[config.mk]
export PLATFORM = sky130hd
export DESIGN_NAME = pid_ctrl_gen
export DESIGN_NICKNAME = d
export VERILOG_FILES = /design/src/rtl/pid_ctrl_gen.sv
export SDC_FILE = /design/constraint.sdc
export NUM_CORES = 1
export LEC_CHECK = 0
export BUFFER_PORTS_ARGS = -buffer_cell sky130_fd_sc_hd__buf_2
export CORE_AREA = 2 2 177 179
export CTS_CLUSTER_SIZE = 30
export DETAILED_ROUTE_END_ITERATION = 12
export DIE_AREA = 0 0 179 181
export SETUP_SLACK_MARGIN = 0.15
export SYNTH_ARGS = -nofsm -noshare
export SYNTH_HDL_FRONTEND = slang
export SYNTH_SLANG_ARGS = --single-unit
[constraint.sdc]
create_clock -name clk -period 15.2 [get_ports clk]
set_input_delay 0 -clock clk [delete_from_list [all_inputs] [get_ports clk]]
set_output_delay 0 -clock clk [all_outputs]
set_load 0.01 [all_outputs]
[src/rtl/pid_ctrl_gen.sv]
// pid_ctrl_gen: three-stage PID steering controller turning a heading error and forward speed into left/right motor speeds.
// Optional macro FF_RAMP_EN: the forward speed passes through a rate-limited ramp register before stage 2.
module pid_ctrl_gen #(
   parameter int ERR_W     = 12,
   parameter int SAT_W     = 10,
   parameter int FRWRD_W   = 10,
   parameter int INT_W     = 15,
   parameter int I_FRAC    = 6,
   parameter int D_DEPTH   = 3,
   parameter int MAX_SPD   = 1023,
   parameter int RAMP_STEP = 16
) (
   input  logic                    clk,
   input  logic                    rst,
   input  logic                    moving,
   input  logic                    err_vld,
   input  logic signed [ERR_W-1:0] error,
   input  logic [FRWRD_W-1:0]      frwrd,
   input  logic [5:0]              p_coeff,
   input  logic [4:0]              d_coeff,
   output logic [FRWRD_W:0]        lft_spd,
   output logic [FRWRD_W:0]        rght_spd,
   output logic                    spd_vld,
   output logic                    int_sat
);

   localparam int PID_W = SAT_W + 6;
   localparam int DT_W  = 14;
   localparam int SUM_W = FRWRD_W + 4;

   localparam logic signed [ERR_W-1:0] ERR_HI = {{(ERR_W-SAT_W+1){1'b0}}, {(SAT_W-1){1'b1}}};
   localparam logic signed [ERR_W-1:0] ERR_LO = {{(ERR_W-SAT_W+1){1'b1}}, {(SAT_W-1){1'b0}}};
   localparam logic signed [SAT_W:0]   DF_HI  = {{(SAT_W-6){1'b0}}, 7'h7F};
   localparam logic signed [SAT_W:0]   DF_LO  = {{(SAT_W-6){1'b1}}, 7'h00};
   localparam logic signed [INT_W:0]   INT_HI = {2'b00, {(INT_W-1){1'b1}}};
   localparam logic signed [INT_W:0]   INT_LO = {2'b11, {(INT_W-1){1'b0}}};
   localparam logic signed [SUM_W-1:0] SPD_HI = SUM_W'(MAX_SPD);

   if (D_DEPTH < 1 || RAMP_STEP < 1) begin : g_param_check
      $error("pid_ctrl_gen: D_DEPTH and RAMP_STEP must be at least 1");
   end

   function automatic logic signed [SAT_W-1:0] sat_err(input logic signed [ERR_W-1:0] x);
      if (x > ERR_HI)      return ERR_HI[SAT_W-1:0];
      else if (x < ERR_LO) return ERR_LO[SAT_W-1:0];
      else                 return x[SAT_W-1:0];
   endfunction

   function automatic logic signed [7:0] sat8(input logic signed [SAT_W:0] x);
      if (x > DF_HI)      return DF_HI[7:0];
      else if (x < DF_LO) return DF_LO[7:0];
      else                return x[7:0];
   endfunction

   function automatic logic signed [INT_W-1:0] clamp_int(input logic signed [INT_W:0] x);
      if (x > INT_HI)      return INT_HI[INT_W-1:0];
      else if (x < INT_LO) return INT_LO[INT_W-1:0];
      else                 return x[INT_W-1:0];
   endfunction

   function automatic logic [FRWRD_W:0] clamp_spd(input logic signed [SUM_W-1:0] x);
      if (x[SUM_W-1])      return '0;
      else if (x > SPD_HI) return SPD_HI[FRWRD_W:0];
      else                 return x[FRWRD_W:0];
   endfunction

   logic signed [SAT_W-1:0] err_sat_p0;
   logic                    vld_p0;
   logic signed [PID_W-1:0] pid_p1;
   logic                    vld_p1;
   logic signed [INT_W-1:0] integ;
   logic signed [SAT_W-1:0] hist [D_DEPTH];
   logic [FRWRD_W-1:0]      f_val;

   logic signed [PID_W-1:0] p_prod, p_term, pid_acc;
   logic signed [INT_W-1:0] i_term, integ_next;
   logic signed [SAT_W:0]   d_diff;
   logic signed [7:0]       d_sat;
   logic signed [DT_W-1:0]  d_term;
   logic signed [INT_W:0]   integ_sum;
   logic                    integ_clip;
   logic signed [SUM_W-1:0] off, f_ext, sum_l, sum_r;

   always_comb begin
      p_prod     = $signed({{(PID_W-SAT_W){err_sat_p0[SAT_W-1]}}, err_sat_p0})
                 * $signed({{(PID_W-6){1'b0}}, p_coeff});
      p_term     = p_prod >>> 1;
      i_term     = integ >>> I_FRAC;
      d_diff     = $signed({err_sat_p0[SAT_W-1], err_sat_p0})
                 - $signed({hist[D_DEPTH-1][SAT_W-1], hist[D_DEPTH-1]});
      d_sat      = sat8(d_diff);
      d_term     = $signed({{(DT_W-8){d_sat[7]}}, d_sat}) * $signed({{(DT_W-5){1'b0}}, d_coeff});
      pid_acc    = p_term
                 + $signed({{(PID_W-INT_W){i_term[INT_W-1]}}, i_term})
                 + $signed({{(PID_W-DT_W){d_term[DT_W-1]}}, d_term});
      integ_sum  = $signed({integ[INT_W-1], integ})
                 + $signed({{(INT_W+1-SAT_W){err_sat_p0[SAT_W-1]}}, err_sat_p0});
      integ_next = clamp_int(integ_sum);
      integ_clip = (integ_sum > INT_HI) || (integ_sum < INT_LO);
      off        = SUM_W'(pid_p1 >>> 3);
      f_ext      = $signed({{(SUM_W-FRWRD_W){1'b0}}, f_val});
      sum_l      = f_ext + off;
      sum_r      = f_ext - off;
   end

`ifdef FF_RAMP_EN
   localparam logic [FRWRD_W-1:0] STEP = FRWRD_W'(RAMP_STEP);
   logic [FRWRD_W-1:0] ramp, ramp_next;

   always_comb begin
      ramp_next = frwrd;
      if (frwrd > ramp) begin
         if (frwrd - ramp > STEP) ramp_next = ramp + STEP;
      end else if (ramp - frwrd > STEP) begin
         ramp_next = ramp - STEP;
      end
   end

   always_ff @(posedge clk or posedge rst) begin
      if (rst)           ramp <= '0;
      else if (!moving)  ramp <= '0;
      else if (vld_p0)   ramp <= ramp_next;
   end

   assign f_val = ramp;
`else
   assign f_val = frwrd;
`endif

   always_ff @(posedge clk or posedge rst) begin
      if (rst) begin
         err_sat_p0 <= '0;
         vld_p0     <= 1'b0;
         pid_p1     <= '0;
         vld_p1     <= 1'b0;
         integ      <= '0;
         int_sat    <= 1'b0;
         for (int k = 0; k < D_DEPTH; k++) hist[k] <= '0;
         lft_spd    <= '0;
         rght_spd   <= '0;
         spd_vld    <= 1'b0;
      end else begin
         // stage 0: saturate the raw error
         err_sat_p0 <= sat_err(error);
         vld_p0     <= err_vld & moving;
         if (!moving) begin
            pid_p1   <= '0;
            vld_p1   <= 1'b0;
            integ    <= '0;
            int_sat  <= 1'b0;
            for (int k = 0; k < D_DEPTH; k++) hist[k] <= '0;
            lft_spd  <= '0;
            rght_spd <= '0;
            spd_vld  <= 1'b0;
         end else begin
            // stage 1: PID sum, integrator and D history advance only on valid samples
            vld_p1 <= vld_p0;
            if (vld_p0) begin
               pid_p1 <= pid_acc;
               integ  <= integ_next;
               if (integ_clip) int_sat <= 1'b1;
               hist[0] <= err_sat_p0;
               for (int k = 1; k < D_DEPTH; k++) hist[k] <= hist[k-1];
            end
            // stage 2: differential steering, recomputed every edge so outputs follow frwrd
            lft_spd  <= clamp_spd(sum_l);
            rght_spd <= clamp_spd(sum_r);
            spd_vld  <= vld_p1;
         end
      end
   end

endmodule

==> results of run 1 <==
[cells by family after synthesis]
logic type | count (synthesis) | share of synthesized area (%)
buffers and inverters | 217 | 7.737
other | 1 | 0.03385
AND/OR/NAND/NOR | 336 | 15.53
adder cells (fa/ha/maj) | 206 | 29.89
AO/OA/AOI/OAI | 296 | 17.97
multiplexers | 37 | 3.344
XOR/XNOR | 53 | 4.259
flip-flops | 94 | 21.24
[worst min-delay path, cell delays in order]
cell     delay, ns
buf_2         0.15
nor2_1        0.11
a21oi_1       0.07
[flip-flops by register name (all words and copies together), names as in the netlist]
name        cells
lft_spd        11
vld_p0          1
err_sat_p0     10
spd_vld         1
int_sat         1
vld_p1          1
integ          15
rght_spd       11
hist           30
pid_p1         13
[layer usage]
| layer | wire length, microns | share of wire [%] | global-route usage, % | vias up |
|---|---|---|---|---|
| li1 | - | - | - | 4336 |
| met1 | 12260 | 48 | 22.26 | 4175 |
| met2 | 11910 | 46 | 27.02 | 193 |
| met3 | 974 | 3.8 | 2.694 | 40 |
| met4 | 659 | 2.6 | 4.780 | 0 |
| met5 | 0 | 0 | 0 | - |
[worst paths after layout]
check / to / slack, ns / cells after the start / startpoint
max in group asynchronous: vld_p0$_DFF_PP0_ / 13.88 / 4 / rst
setup / recovery: pid_p1[15]$_DFFE_PP0P_ / 7.65 / 26 / err_sat_p0[3]$_DFF_PP0_
setup reg to reg: pid_p1[15]$_DFFE_PP0P_ / 7.65 / 26 / err_sat_p0[3]$_DFF_PP0_
hold reg to reg: spd_vld$_DFF_PP0_ / 0.46 / 1 / vld_p1$_DFF_PP0_
min in group asynchronous: err_sat_p0[7]$_DFF_PP0_ / 0.22 / 3 / rst
hold / removal: err_sat_p0[3]$_DFF_PP0_ / 0.02 / 3 / error[10]
[power by group]
group	total (mW)	internal (mW)	leakage (nW)	switching, mW
Clock	0.236	0.130	0.148	0.106
Combinational	2.22	0.964	4.47	1.26
Sequential	0.315	0.288	1.24	0.0271
Total	2.77	1.38	5.86	1.39
[stage by stage]
stage | hold WS, ns | instance area (sq um) | utilization, % | power [mW] | setup slack, ns
2_1_floorplan | 0.1342 | 11080 | - | 2.105 | 8.145
3_3_place_gp | 0.08281 | 11690 | 38.52 | 2.519 | 7.790
3_5_place_dp | 0.08567 | 11690 | 38.52 | 2.542 | 7.663
4_1_cts | 0.01263 | 12230 | 40.29 | 2.796 | 7.641
5_1_grt | 0.06797 | 12230 | 40.30 | 3.145 | 7.154
6_report | 0.01622 | 12230 | 40.30 | 2.771 | 7.648
[what timing repair did]
action                                 CTS  global route
hold buffers                            23             0
resized for setup                        0             0
endpoints found under the hold margin   54             0
[cell usage in the layout, fill, tap and decap left out, types with 37 or more instances in the layout]
master / synthesis / routed
mux2i_1: 37 / 37
nor2_1: 70 / 70
xnor2_1: 39 / 39
dfrtp_1: 94 / 93
o21ai_0: 61 / 61
buf_2: 9 / 60
and2_1: 44 / 44
a21oi_1: 83 / 83
nor2b_1: 48 / 48
fa_1: 98 / 98
ha_1: 107 / 107
nand2_1: 78 / 78
inv_1: 164 / 163
[area by class of cell]
| type | instances | area, sq um |
|---|---|---|
| fillers | 3056 | 18120 |
| multi-input cells | 930 | 7871 |
| flip-flops and latches | 94 | 2354 |
| inverters | 164 | 618.1 |
| repair buffers | 90 | 583.1 |
| well taps | 396 | 495.5 |
| clock buffers | 9 | 225.2 |
| clock inverters | 7 | 80.08 |
| diodes | 1 | 2.502 |
==> metrics, run 1 <==
Pwr per Cell Area=226.6 mW/mm^2; Synth area leaders=dfrtp_1, fa_1, ha_1; routability cong.=0.8437; EDFF count, synth=0; Synth Instances=1240; fmax=0.1324 GHz; Peak VDD IR=175.9 uV; Hold Path Class=in2reg; Leak=5.856 nW; Post-Syn Area=0.01108 sq mm; synth warn=0; Hold Fails Final Rpt=0; layout cells sized above 1=7.805%; setup TNS=0 ns; Worst-path clk slew=0.07 ns; synthesized area per cell=8.933 sq um; number of nets in the final layout=1531; critical path's most frequent cell=fa_1; # Max-Cap Violations=0; drt first pass iters=5; status=finished clean; Worst setup EP type=flip-flop; Wirelength per Cell=15.26 microns; most instantiated cells after synthesis=inv_1, ha_1, fa_1; unrepaired setup endpoints after global routing=no; Post-synth ARST share=100.0%; TritonCTS clock tree=yes; DP Cell Count=1651; Overall Global Routing Usage=16.47%; routed wire length=25810 microns; Initial Utilization=36.50%; H-tree depth=3; Setup violations, final=0; initial DRC count=514; DR vias=8744; WP data arrival=7.76 ns; Slew @ Worst Pin=1.212 ns; Slowest-stage cell, CP=fa_1; site row count=64; TritonCTS sink count=94; first-pass GRT wire length=43060 microns; Final Slew Violations=0; Final min period=7.552 ns; clk buf depth=2; Crit Path Max Fanout=9; drt via density=5.171; GR Overflow Total=0; highest cell delay on the worst timing path=0.54 ns; Die ar.=0.03240 sq mm; critical path class=reg2reg; Die Height=181 microns; initial antenna violation count=1; clk_skew=0.009786 ns; FF+latch count, synth=94; Netlist cell types=72; port buffer count=60; post-DP HPWL=20140 microns; TritonCTS Buffers=9; clk_lat worst skew=0.37 ns; Final period util=49.68%; share of the synthesized area in the top cell type=21.24%; count leader, synth=inv_1; register area share after synthesis=21.24%; Post-DRT Antenna Nets=0; critical path's top delay family=adder cells; Post-synth top flop=dfrtp_1; vias in the first global route=8633; Core ar.=0.03035 sq mm; Root Buffer=clkbuf_16; # DRC=0; Slew headroom=19.00%; Post-CTS Setup Inserts=0; Crit path buffers/inverters=4; I/O pin cnt=61; required time of the critical path=15.41 ns; area grow syn2layout=10.40%; post-synth top area cell=dfrtp_1; final cell count without fillers=1691; crit start category=flip-flop; largest net degree at the start of global routing=70; die width=179 microns
Note: power is estimated with default switching activity, not from simulation.
==> inputs of run 2 (changes only) <==
==> constraint.sdc (replaced) <==
create_clock -name clk -period 7.2 [get_ports clk]
set_input_delay 0 -clock clk [delete_from_list [all_inputs] [get_ports clk]]
set_output_delay 0 -clock clk [all_outputs]
set_load 0.01 [all_outputs]
==> run 2 against run 1 <==
- first-iteration DRC count decreased by 16%
- highest routed layer unchanged
- die area unchanged
- final area is 4.6% higher
- largest power group unchanged
- worst setup slack lost 7.2 ns
==> metrics, run 2 (synthesis results as in run 1) <==
Hold Fails Final Rpt=0; Post-DRT Antenna Nets=0; Slew @ Worst Pin=1.317 ns; area grow syn2layout=15.51%; post-DP HPWL=20820 microns; critical path class=reg2reg; routed wire length=26480 microns; Slew headroom=12.00%; Slowest-stage cell, CP=fa_1; TritonCTS Buffers=9; crit start category=flip-flop; DP Cell Count=1681; Fin Hold WS=0.03990 ns; TritonCTS clock tree=yes; Root Buffer=clkbuf_16; Core ar.=0.03035 sq mm; # Max-Cap Violations=0; critical path's most frequent cell=fa_1; dpl ws=0.06651 ns; most frequent cells in the layout=inv_1, ha_1, fa_1, dfrtp_1, a21oi_1; Die Height=181 microns; Peak VDD IR=430.3 uV; GR Overflow Total=0; total chip power=6.539 mW; Worst-path clk slew=0.07 ns; TritonCTS sink count=94; die width=179 microns; Pwr per Cell Area=511.0 mW/mm^2; Die ar.=0.03240 sq mm; Overall Global Routing Usage=16.87%; clk_skew=0.005918 ns; Initial Utilization=36.50%; top flop regs=hist (30), integ (15), pid_p1 (13); highest cell delay on the worst timing path=0.54 ns; routability cong.=0.8294; layout cells sized above 1=13.33%; smallest setup slack after layout=0.3995 ns; fmax=0.1470 GHz; I/O pin cnt=61; final cell count without fillers=1731; drt first pass iters=5; H-tree depth=3; drt via density=5.159; antenna cell count=0; Final period util=94.45%; Worst setup EP type=flip-flop; site row count=64; # DRC=0; clk_lat worst skew=0.37 ns; Leak=6.110 nW; vias in the first global route=8917; Setup violations, final=0; initial DRC count=430; unrepaired setup endpoints after global routing=no; commonest non-fill, non-tap cell in the layout=inv_1; initial antenna violation count=0; max FFs per register=30; largest net degree at the start of global routing=70; first-pass GRT wire length=44270 microns; WP data arrival=7.10 ns; setup TNS=0 ns; number of nets in the final layout=1572; Hold Path Class=in2reg; Final Slew Violations=0; Reg with most FFs=hist; Final min period=6.800 ns; port buffer count=60; required time of the critical path=7.50 ns; Wirelength per Cell=15.30 microns; status=finished clean; Crit Path Max Fanout=6; DR vias=8930; clk buf depth=2
[run 2: worst paths after layout]
path / slack, ns / cells past startpoint / start / endpoint
max: 0.40 / 28 / err_sat_p0[3]$_DFF_PP0_ / pid_p1[13]$_DFFE_PP0P_
min: 0.04 / 3 / error[10] / err_sat_p0[3]$_DFF_PP0_
max reg2reg: 0.40 / 28 / err_sat_p0[3]$_DFF_PP0_ / pid_p1[13]$_DFFE_PP0P_
min reg2reg: 0.46 / 1 / vld_p1$_DFF_PP0_ / spd_vld$_DFF_PP0_
max in group asynchronous: 5.87 / 4 / rst / vld_p0$_DFF_PP0_
min in group asynchronous: 0.22 / 3 / rst / integ[0]$_DFFE_PP0P_
[run 2: worst max-delay path, delay by kind of cell (launching register included)]
family	cells	cell delay [ns]
flip-flops	1	0.38
buffers and inverters	5	0.39
adder cells (fa/ha/maj)	9	4.03
AO/OA/AOI/OAI	7	1.08
multiplexers	1	0.08
AND/OR/NAND/NOR	4	0.47
XOR/XNOR	2	0.30
[run 2: through the flow]
stage | utilization, % | cell area (sq um)
floorplan | - | 11090
global placement | 39.29 | 11920
detailed placement | 39.29 | 11920
CTS | 41.24 | 12520
global route | 42.16 | 12790
finish | 42.16 | 12790
[run 2: timing repair]
item | CTS | global route
setup buffers | 0 | 11
pin swaps | 5 | 21
hold buffers | 23 | 0
resized for setup | 6 | 46
endpoints found under the setup margin | 4 | 7
endpoints found under the hold margin | 51 | 0
[run 2: final cells by class]
class	instances	area, sq um
clock buffers	9	225.2
multi-input cells	930	8074
repair buffers	131	902.1
clock inverters	7	120.1
inverters	164	618.1
flip-flops and latches	94	2360
fillers	3010	17550
well taps	396	495.5
[run 2: power breakdown]
group / switching (mW) / internal, mW / leakage [nW]
Combinational: 2.86 / 2.47 / 4.71
Sequential: 0.0454 / 0.609 / 1.24
Clock: 0.220 / 0.341 / 0.166
[run 2: layer usage]
metal,up-vias,part of all wire [%],wire [microns],GRT usage [%]
li1,4401,-,-,-
met1,4282,45,12000,22.43
met2,204,48,12600,27.91
met3,43,4.0,1053,2.483
met4,0,3.1,827,5.659
met5,-,0,0,0
==> inputs of run 3 (changes only) <==
--- a/config.mk
+++ b/config.mk
@@ -6,10 +6,11 @@
 export NUM_CORES = 1
 export LEC_CHECK = 0
 export BUFFER_PORTS_ARGS = -buffer_cell sky130_fd_sc_hd__buf_2
-export CORE_AREA = 2 2 177 179
+export CORE_AREA = 2 2 152 154
 export CTS_CLUSTER_SIZE = 30
 export DETAILED_ROUTE_END_ITERATION = 12
-export DIE_AREA = 0 0 179 181
+export DIE_AREA = 0 0 154 156
+export PLACE_DENSITY = 0.67
 export SETUP_SLACK_MARGIN = 0.15
 export SYNTH_ARGS = -nofsm -noshare
 export SYNTH_HDL_FRONTEND = slang
==> run 3 against run 2 <==
- via count up 0.54%
- non-clock buffer count is 13 lower
- clock skew up 0.0029 ns
- worst hold slack worse by 0.010 ns
- first-iteration DRC count increased by 0.70%
- largest cell class unchanged
- largest power group unchanged
==> metrics, run 3 (synthesis results as in run 1) <==
site row count=55; DR vias=8978; critical path's top delay family=adder cells; H-tree depth=3; drt via density=5.590; Overall Global Routing Usage=22.43%; Reg with most FFs=hist; area post-placement=0.01178 sq mm; number of nets in the final layout=1559; die width=154 microns; Die Height=156 microns; routability cong.=0.9180; Worst-path clk slew=0.07 ns; Final Instance Area=0.01258 sq mm; Setup violations, final=0; # DRC=0; layout cells sized above 1=13.40%; Final min period=6.791 ns; first-pass GRT wire length=43650 microns; routed wire length=26610 microns; Core ar.=0.02237 sq mm; max FFs per register=30; Post-DRT Antenna Nets=0; largest net degree at the start of global routing=73; clk_skew=0.008772 ns; Final Slew Violations=0; Wirelength per Cell=16.57 microns; worst path cell trace=and2_1, fa_1, fa_1, fa_1, fa_1, ha_4, and3_1, and3_1, a311oi_2, buf_4, xnor2_1, fa_1, inv_1, fa_1, fa_1, inv_1, ha_1, a21oi_1, nor2b_1, or3_1, a21o_1; Worst setup EP type=flip-flop; antenna cell count=0; Hold Path Class=in2reg; Final period util=94.32%; clk buf depth=2; initial antenna violation count=0; commonest non-fill, non-tap cell in the layout=inv_1; setup TNS=0 ns; I/O pin cnt=61; initial DRC count=433; Die ar.=0.02402 sq mm; Crit path buffers/inverters=3; required time of the critical path=7.45 ns; critical path's most frequent cell=fa_1; clk_lat worst skew=0.35 ns; Crit Path Max Fanout=5; top flop regs=hist (30), integ (15), pid_p1 (13); status=finished clean; TritonCTS sink count=94; # Max-Cap Violations=0; reg2reg setup slack=0.41 ns; Hold Fails Final Rpt=0; Slew @ Worst Pin=1.292 ns; vias in the first global route=8800; area grow syn2layout=13.59%; crit start category=flip-flop; WP data arrival=7.04 ns; Slowest-stage cell, CP=fa_1; port buffer count=60; post-DP HPWL=20370 microns; Leak=6.055 nW; Peak VDD IR=472.9 uV; most frequent cells in the layout=inv_1, ha_1, fa_1, dfrtp_1, a21oi_1; drt first pass iters=5; TritonCTS Buffers=9; Initial Utilization=49.53%; TritonCTS clock tree=yes; Root Buffer=clkbuf_16; Slew headroom=13.66%; Pwr per Cell Area=533.3 mW/mm^2; fmax=0.1473 GHz; GR Overflow Total=0; unrepaired setup endpoints after global routing=no; highest cell delay on the worst timing path=0.56 ns; critical path class=reg2reg
run 3: changes by cell type in the layout (fill, tap and decap cells not counted), sizes merged:
| cell | change |
|---|---|
| inv | -1 |
| bufinv | -2 |
| buf | -7 |
| clkbuf | +1 |
| clkinv | +2 |
| dlygate4sd3 | -7 |
run 3: metrics by stage:
| step | setup slack [ns] | hold slack, ns | total power, mW | util (%) | std cells |
|---|---|---|---|---|---|
| after floorplan | 0.2423 | 0.1342 | 4.474 | - | 1241 |
| after global placement | 0.1481 | -0.03299 | 5.700 | 52.65 | 1567 |
| after detailed placement | 0.07664 | -0.03059 | 5.797 | 52.65 | 1567 |
| after CTS | 0.1764 | 0.02293 | 6.398 | 54.83 | 1598 |
| after global routing | 0.1250 | 0.06800 | 7.471 | 56.26 | 1606 |
| final | 0.4091 | 0.02978 | 6.710 | 56.26 | 1606 |
run 3: timing repair:
item                       in CTS  in global routing
hold buffers                   16                  0
pin swaps                       6                 33
setup endpoints to repair       3                  7
cloned                          0                  1
hold endpoints to repair       33                  0
setup buffers                   0                  7
gates resized for setup         9                 57
run 3: cell type report:
class | count | area, sq um
multi-input cells | 930 | 8109
fillers | 1987 | 9783
inverters | 164 | 618.1
repair buffers | 118 | 840.8
clock inverters | 6 | 72.57
flip-flops and latches | 94 | 2360
clock buffers | 9 | 225.2
well taps | 285 | 356.6
run 3: where the power goes:
group | internal, mW | switching (mW)
clock network | 0.270 | 0.218
logic | 2.55 | 3.01
registers | 0.608 | 0.0462
total | 3.43 | 3.28
run 3: layer usage:
metal	wire (microns)	track usage, %	share of wire (%)	up-vias
met4	685	6.320	2.6	0
li1	-	-	-	4383
met2	13300	40.36	50	236
met5	0	0	0	-
met1	11440	28.45	43	4314
met3	1187	2.722	4.5	45
run 3: worst register-to-register path: stages (launching register included):
cell      delay [ns]
dfrtp_2         0.47
and2_1          0.20
fa_1            0.50
fa_1            0.44
fa_1            0.56
fa_1            0.47
ha_4            0.30
and3_1          0.22
and3_1          0.20
a311oi_2        0.34
buf_4           0.17
xnor2_1         0.18
fa_1            0.47
inv_1           0.08
fa_1            0.43
fa_1            0.54
inv_1           0.04
ha_1            0.34
a21oi_1         0.17
nor2b_1         0.07
or3_1           0.34
a21o_1          0.16
run 3: worst paths after layout:
path / from / end / cells past startpoint
worst max register to register: err_sat_p0[8]$_DFF_PP0_ / pid_p1[14]$_DFFE_PP0P_ / 21
min in group asynchronous: rst / lft_spd[10]$_DFF_PP0_ / 3
worst max-delay path: err_sat_p0[8]$_DFF_PP0_ / pid_p1[14]$_DFFE_PP0P_ / 21
max in group asynchronous: rst / vld_p0$_DFF_PP0_ / 4
worst min-delay path: error[10] / err_sat_p0[5]$_DFF_PP0_ / 3
worst min register to register: vld_p1$_DFF_PP0_ / spd_vld$_DFF_PP0_ / 1
